**src/rtl/dg_pc_pkg.sv**
```systemverilog
// dg_pc_pkg: shared definitions for the DG00xx program-counter sequencer.
//   - op encodings (OP_NONE..OP_LDPAGE), codes 5-7 behave as OP_NONE
//   - default widths / depth / feedback tap
//   - lfsr_next(): one step of the XNOR offset LFSR, width- and tap-generic
package dg_pc_pkg;

  localparam logic [2:0] OP_NONE   = 3'd0;
  localparam logic [2:0] OP_JMP    = 3'd1;
  localparam logic [2:0] OP_CALL   = 3'd2;
  localparam logic [2:0] OP_RET    = 3'd3;
  localparam logic [2:0] OP_LDPAGE = 3'd4;

  localparam int unsigned PL_W_DEF   = 6;
  localparam int unsigned PU_W_DEF   = 4;
  localparam int unsigned FB_TAP_DEF = 1;
  localparam int unsigned DEPTH_DEF  = 5;

  // Widest offset the helper supports; callers zero-extend into this.
  localparam int unsigned LFSR_MAX_W = 32;

  // Shift right, feed ~(pl[0]^pl[tap]) into bit w-1. Bits at or above w in
  // the argument must be zero. All-ones is a fixed point (lock state).
  function automatic logic [LFSR_MAX_W-1:0] lfsr_next(
    input logic [LFSR_MAX_W-1:0] pl,
    input int unsigned           w,
    input int unsigned           tap
  );
    logic tap_bit;
    logic fb;
    tap_bit = |(pl & (LFSR_MAX_W'(1) << tap));
    fb      = ~(pl[0] ^ tap_bit);
    return (pl >> 1) | (LFSR_MAX_W'(fb) << (w - 1));
  endfunction

endpackage

```
**src/rtl/dg_ret_stack.sv**
```systemverilog
// dg_ret_stack: DEPTH x W shift-register return stack, entry 0 is the top.
//   clk, rst_n : clock, async active-low reset (clears every entry)
//   push       : shift down, data_in into entry 0, oldest entry dropped
//   pop        : shift up, bottom entry keeps its value (duplicates)
//   data_in    : value pushed
//   top        : entry 0
// No occupancy tracking here; the parent owns any counter/flags.
module dg_ret_stack
  import dg_pc_pkg::*;
#(
  parameter int unsigned DEPTH = DEPTH_DEF,
  parameter int unsigned W     = PU_W_DEF + PL_W_DEF
) (
  input  logic         clk,
  input  logic         rst_n,
  input  logic         push,
  input  logic         pop,
  input  logic [W-1:0] data_in,
  output logic [W-1:0] top
);

  logic [W-1:0] mem [DEPTH];

  always_ff @(posedge clk or negedge rst_n) begin
    if (!rst_n) begin
      for (int unsigned i = 0; i < DEPTH; i++) mem[i] <= '0;
    end else if (push) begin
      mem[0] <= data_in;
      for (int unsigned i = 1; i < DEPTH; i++) mem[i] <= mem[i-1];
    end else if (pop) begin
      for (int unsigned i = 0; i < DEPTH - 1; i++) mem[i] <= mem[i+1];
    end
  end

  assign top = mem[0];

endmodule

```
**src/rtl/dg_pc_sequencer.sv**
```systemverilog
// dg_pc_sequencer: program-counter sequencer for the DG00xx 4-bit core family.
// pc = {page (PU), LFSR offset (PL)}; state only moves when adv=1.
//   clk, rst_n : clock (rising), async active-low reset
//   adv        : step strobe; op/tgt/page_in sampled only when high
//   op         : NONE/JMP/CALL/RET/LDPAGE (5-7 act as NONE)
//   tgt        : jump/call offset
//   page_in    : page for LDPAGE prefix
//   clr_flags  : clears ovf/unf (a same-cycle set wins)
//   pc         : current ROM address
//   depth      : valid return-stack entries
//   ovf, unf   : sticky push-when-full / pop-when-empty
// Macro PCSEQ_STACK_FLAGS_EN builds the depth counter and ovf/unf flags;
// without it those outputs are tied 0 and the stack data path is unchanged.
module dg_pc_sequencer
  import dg_pc_pkg::*;
#(
  parameter int unsigned     PL_W      = PL_W_DEF,
  parameter int unsigned     PU_W      = PU_W_DEF,
  parameter int unsigned     FB_TAP    = FB_TAP_DEF,
  parameter int unsigned     DEPTH     = DEPTH_DEF,
  parameter logic [PU_W-1:0] CALL_PAGE = '1
) (
  input  logic                       clk,
  input  logic                       rst_n,
  input  logic                       adv,
  input  logic [2:0]                 op,
  input  logic [PL_W-1:0]            tgt,
  input  logic [PU_W-1:0]            page_in,
  input  logic                       clr_flags,
  output logic [PU_W+PL_W-1:0]       pc,
  output logic [$clog2(DEPTH+1)-1:0] depth,
  output logic                       ovf,
  output logic                       unf
);

  localparam int unsigned DW = $clog2(DEPTH + 1);
  localparam int unsigned AW = PU_W + PL_W;

  logic [PL_W-1:0] pl, pl_nxt, pl_step;
  logic [PU_W-1:0] pu, pu_nxt;
  logic            pend, pend_nxt;
  logic [PU_W-1:0] ppage, ppage_nxt;
  logic            push, pop;
  logic [AW-1:0]   stack_top;

  always_comb begin
    pl_nxt    = pl;
    pu_nxt    = pu;
    pend_nxt  = pend;
    ppage_nxt = ppage;
    push      = 1'b0;
    pop       = 1'b0;
    pl_step   = PL_W'(lfsr_next(LFSR_MAX_W'(pl), PL_W, FB_TAP));
    if (adv) begin
      // Page prefix lives for exactly one following op.
      pend_nxt = 1'b0;
      case (op)
        OP_JMP: begin
          pl_nxt = tgt;
          if (pend) pu_nxt = ppage;
        end
        OP_CALL: begin
          push   = 1'b1;
          pl_nxt = tgt;
          pu_nxt = pend ? ppage : CALL_PAGE;
        end
        OP_RET: begin
          pop              = 1'b1;
          {pu_nxt, pl_nxt} = stack_top;
        end
        OP_LDPAGE: begin
          pl_nxt   = pl_step;
          pend_nxt = 1'b1;
          if (!pend) ppage_nxt = page_in;
        end
        default: pl_nxt = pl_step;
      endcase
    end
  end

  always_ff @(posedge clk or negedge rst_n) begin
    if (!rst_n) begin
      pl    <= '0;
      pu    <= '0;
      pend  <= 1'b0;
      ppage <= '0;
    end else begin
      pl    <= pl_nxt;
      pu    <= pu_nxt;
      pend  <= pend_nxt;
      ppage <= ppage_nxt;
    end
  end

  assign pc = {pu, pl};

  dg_ret_stack #(
    .DEPTH (DEPTH),
    .W     (AW)
  ) u_stack (
    .clk     (clk),
    .rst_n   (rst_n),
    .push    (push),
    .pop     (pop),
    .data_in (pc),
    .top     (stack_top)
  );

`ifdef PCSEQ_STACK_FLAGS_EN
  logic [DW-1:0] depth_q;
  logic          ovf_q, unf_q;
  logic          full, empty;

  assign full  = (depth_q == DW'(DEPTH));
  assign empty = (depth_q == '0);

  always_ff @(posedge clk or negedge rst_n) begin
    if (!rst_n) begin
      depth_q <= '0;
      ovf_q   <= 1'b0;
      unf_q   <= 1'b0;
    end else begin
      if (push && !full)      depth_q <= depth_q + DW'(1);
      else if (pop && !empty) depth_q <= depth_q - DW'(1);

      if (push && full)   ovf_q <= 1'b1;
      else if (clr_flags) ovf_q <= 1'b0;

      if (pop && empty)   unf_q <= 1'b1;
      else if (clr_flags) unf_q <= 1'b0;
    end
  end

  assign depth = depth_q;
  assign ovf   = ovf_q;
  assign unf   = unf_q;
`else
  logic unused_clr;
  assign unused_clr = clr_flags;
  assign depth      = '0;
  assign ovf        = 1'b0;
  assign unf        = 1'b0;
`endif

endmodule

```
**config.mk**
```make
export PLATFORM = sky130hd
export DESIGN_NAME = dg_pc_sequencer
export DESIGN_NICKNAME = d
export VERILOG_FILES = /design/src/rtl/dg_pc_pkg.sv /design/src/rtl/dg_ret_stack.sv /design/src/rtl/dg_pc_sequencer.sv
export SDC_FILE = /design/constraint.sdc
export NUM_CORES = 1
export LEC_CHECK = 0
export BUFFER_PORTS_ARGS = -buffer_cell sky130_fd_sc_hd__buf_4
export CORE_ASPECT_RATIO = 2
export CORE_MARGIN = 2
export CORE_UTILIZATION = 52
export DETAILED_ROUTE_END_ITERATION = 7
export PLACE_DENSITY = 0.74
export SYNTH_ARGS = -nofsm -noshare
export SYNTH_HDL_FRONTEND = slang
export SYNTH_SLANG_ARGS = --single-unit
```
**constraint.sdc**
```tcl
create_clock -name clk -period 1.1 [get_ports clk]
set_clock_uncertainty 0.05 [all_clocks]
set_input_delay 0.11 -clock clk [delete_from_list [all_inputs] [get_ports clk]]
set_output_delay 0.11 -clock clk [all_outputs]
set_load 0.01 [all_outputs]
```
==> flow_summary.ini <==
[routing]
wl_um = 6500
wire_per_inst_um = 16.4
vias_per_cell = 5.50
ant_nets = 0
via_count = 2185
drt_iter0_drc = 39
dr.pass1.iters = 4
drt_drc_violations_left = 0

[worst_hold_path]
hold_path.class = in2reg
holdPathStages = 4

[sta]
hold_viol_final = 0
period_needed_ps = 1140
holdWs_ps = 113
final-setup-viol-count = 9
finalMaxSlewViolations = 0
fin_crit_sh = 1.04
fmax_mhz = 877
fin_ws_ps = -40.9
rsz0062_at_grt = true
setup_tns_ps = -228

[cells_and_area]
final_cell_mix = dfrtp_1, o21ai_0, buf_4
nets = 348
area_growth_pct = 28.4
fin_cells = 397
postLayoutCellArea_um2 = 3910
drive_gt1_frac = 0.280
num_antenna_cells = 0
final_common_cell = dfrtp_1

[global_route]
grt-ovfl-total = 0
grt_pass1_vias = 2242
grtUsageTotal = 0.218
grt_max_degree = 49
grt_pass1_wl_um = 10700
antenna_found_initial = 0

[floorplanning]
io_pins = 32
start_util = 0.538
num_rows = 39
core_area_um2 = 5660
die_w_um = 58.1
design.die.area_um2 = 6520
die_h_um = 112

[clock_tree]
cts_tree = done
clock_latency_ps = 330
cts_buffer_depth = 2
clock_sinks = 65
numCtsBuffers = 9
htree_levels = 3
clk_pin_slew_worst_paths_ps = 50
cts_root_buffer = clkbuf_16

[critical_path]
crit_chain = nand3b_1 -> mux2_2
cpMaxStageDelayCell = dfrtp_1
critPathMaxStageDelay_ps = 410
cp-end-kind = flip-flop
required_ps = 1260
critical_path_class = reg2reg
worstPathArrival_ps = 1300
reg2regPathDepth = 2
rrSetupSlack_ps = -40
crit_path_start_kind = flip-flop
crit_path_max_fanout = 4

[power_and_ir_drop]
cellLeakagePower_nw = 1.87
powerDensity_nw_per_um2 = 1870
ir_drop_uv = 1580

[synth]
synth_seq_area_share = 0.534
ys_warn_count = 0
avgSynthCellArea_um2 = 10.8
synthCells = 281
synth_cell_types = 26
synth_area_um2 = 3040
yosys_register_bits = 65

[placed_design]
place_congestion = 0.794
dpl-instance-area_um2 = 3470
io_buffers = 25
dp_hpwl_um = 4110
dp.cells = 375

[status]
violations = negative setup slack
status = complete, but fails checks

[flow_run]
max-cap-violations = 0
synth_stat cells:
master,n,area [um2]
a21oi_1,6,30.0
o21ai_0,49,245
dfrtp_1,65,1630
nand3b_2,1,11.3
mux2i_1,40,400
and2_1,5,31.3
nor2_4,1,11.3
xnor2_1,2,17.5
nor2b_1,1,6.26
a32oi_1,1,8.76
o21bai_1,1,7.51
o31a_1,1,8.76
nand2_1,40,150
nor2_1,5,18.8
mux2_2,15,169
o32a_1,5,50.1
buf_2,3,15.0
o31ai_1,4,30.0
clkbuf_1,9,33.8
buf_4,9,67.6
inv_1,6,22.5
or2_1,1,6.26
nand3b_1,2,15.0
nor3b_1,6,45.0
nand2b_1,2,12.5
conb_1,1,3.75
power breakdown:
group	switching [mW]	internal [mW]	total [mW]	leakage [nW]
sequential	0.334	2.79	3.12	0.858
clock	0.982	1.94	2.92	0.153
combinational	0.588	0.672	1.26	0.855
routing by layer:
layer,GRT usage,up-vias,part of all wire
li1,-,1074,-
met1,0.271,1066,0.42
met2,0.348,31,0.53
met3,0.0495,14,0.022
met4,0.115,0,0.030
met5,0,-,0
through the flow:
step	util	power (mW)	setup slack, ps
3_5_place_dp	0.613	4.26	-117
5_1_grt	0.691	7.62	-93.3
4_1_cts	0.681	7.25	-33.6
3_3_place_gp	0.613	4.19	-113
2_1_floorplan	-	3.74	-31.5
6_report	0.691	7.30	-40.9
what timing repair did:
item | in CTS | in global routing
endpoints found under the hold margin | 53 | 0
buffers inserted | 3 | 1
pin swaps | 5 | 4
cloned | 0 | 0
hold buffers | 5 | 0
endpoints found under the setup margin | 13 | 15
gates resized for setup | 6 | 16
registers in the layout, indices dropped and copies added, names as in the netlist:
register / count
u_stack.mem: 40
u_stack.top: 10
pl: 6
pu: 4
ppage: 4
pend: 1
worst max-delay path, delay by kind of cell, from the launching register on:
family | cells | cell delay [ps]
DFF | 1 | 410
and+or+nand+nor | 1 | 250
muxes | 1 | 320
area by class of cell:
cell class	count	area [um2]
Clock buffer	14	274
Fill cell	410	1750
Clock inverter	2	35.0
Timing Repair Buffer	56	502
Sequential cell	65	1630
Inverter	6	22.5
Tap cell	61	76.3
Multi-Input combinational cell	193	1370
cells by family after synthesis:
logic type | after synthesis | synth area share
AOI/OAI and AO/OA | 67 | 0.125
buffers and inverters | 27 | 0.0456
muxes | 55 | 0.187
DFF | 65 | 0.534
xor gates and xnor gates | 2 | 0.00576
other | 1 | 0.00123
and+or+nand+nor | 64 | 0.101
path summary, 6_finish.rpt:
path,endpoint,from
setup / recovery,ppage[0],pend
hold / removal,pl[5],tgt[5]
setup reg to reg,ppage[0],pend
hold reg to reg,u_stack.mem[38],u_stack.mem[38]
max in group asynchronous,u_stack.mem[20],rst_n
min in group asynchronous,pl[0],rst_n
Power figures use the tool's default switching activity.
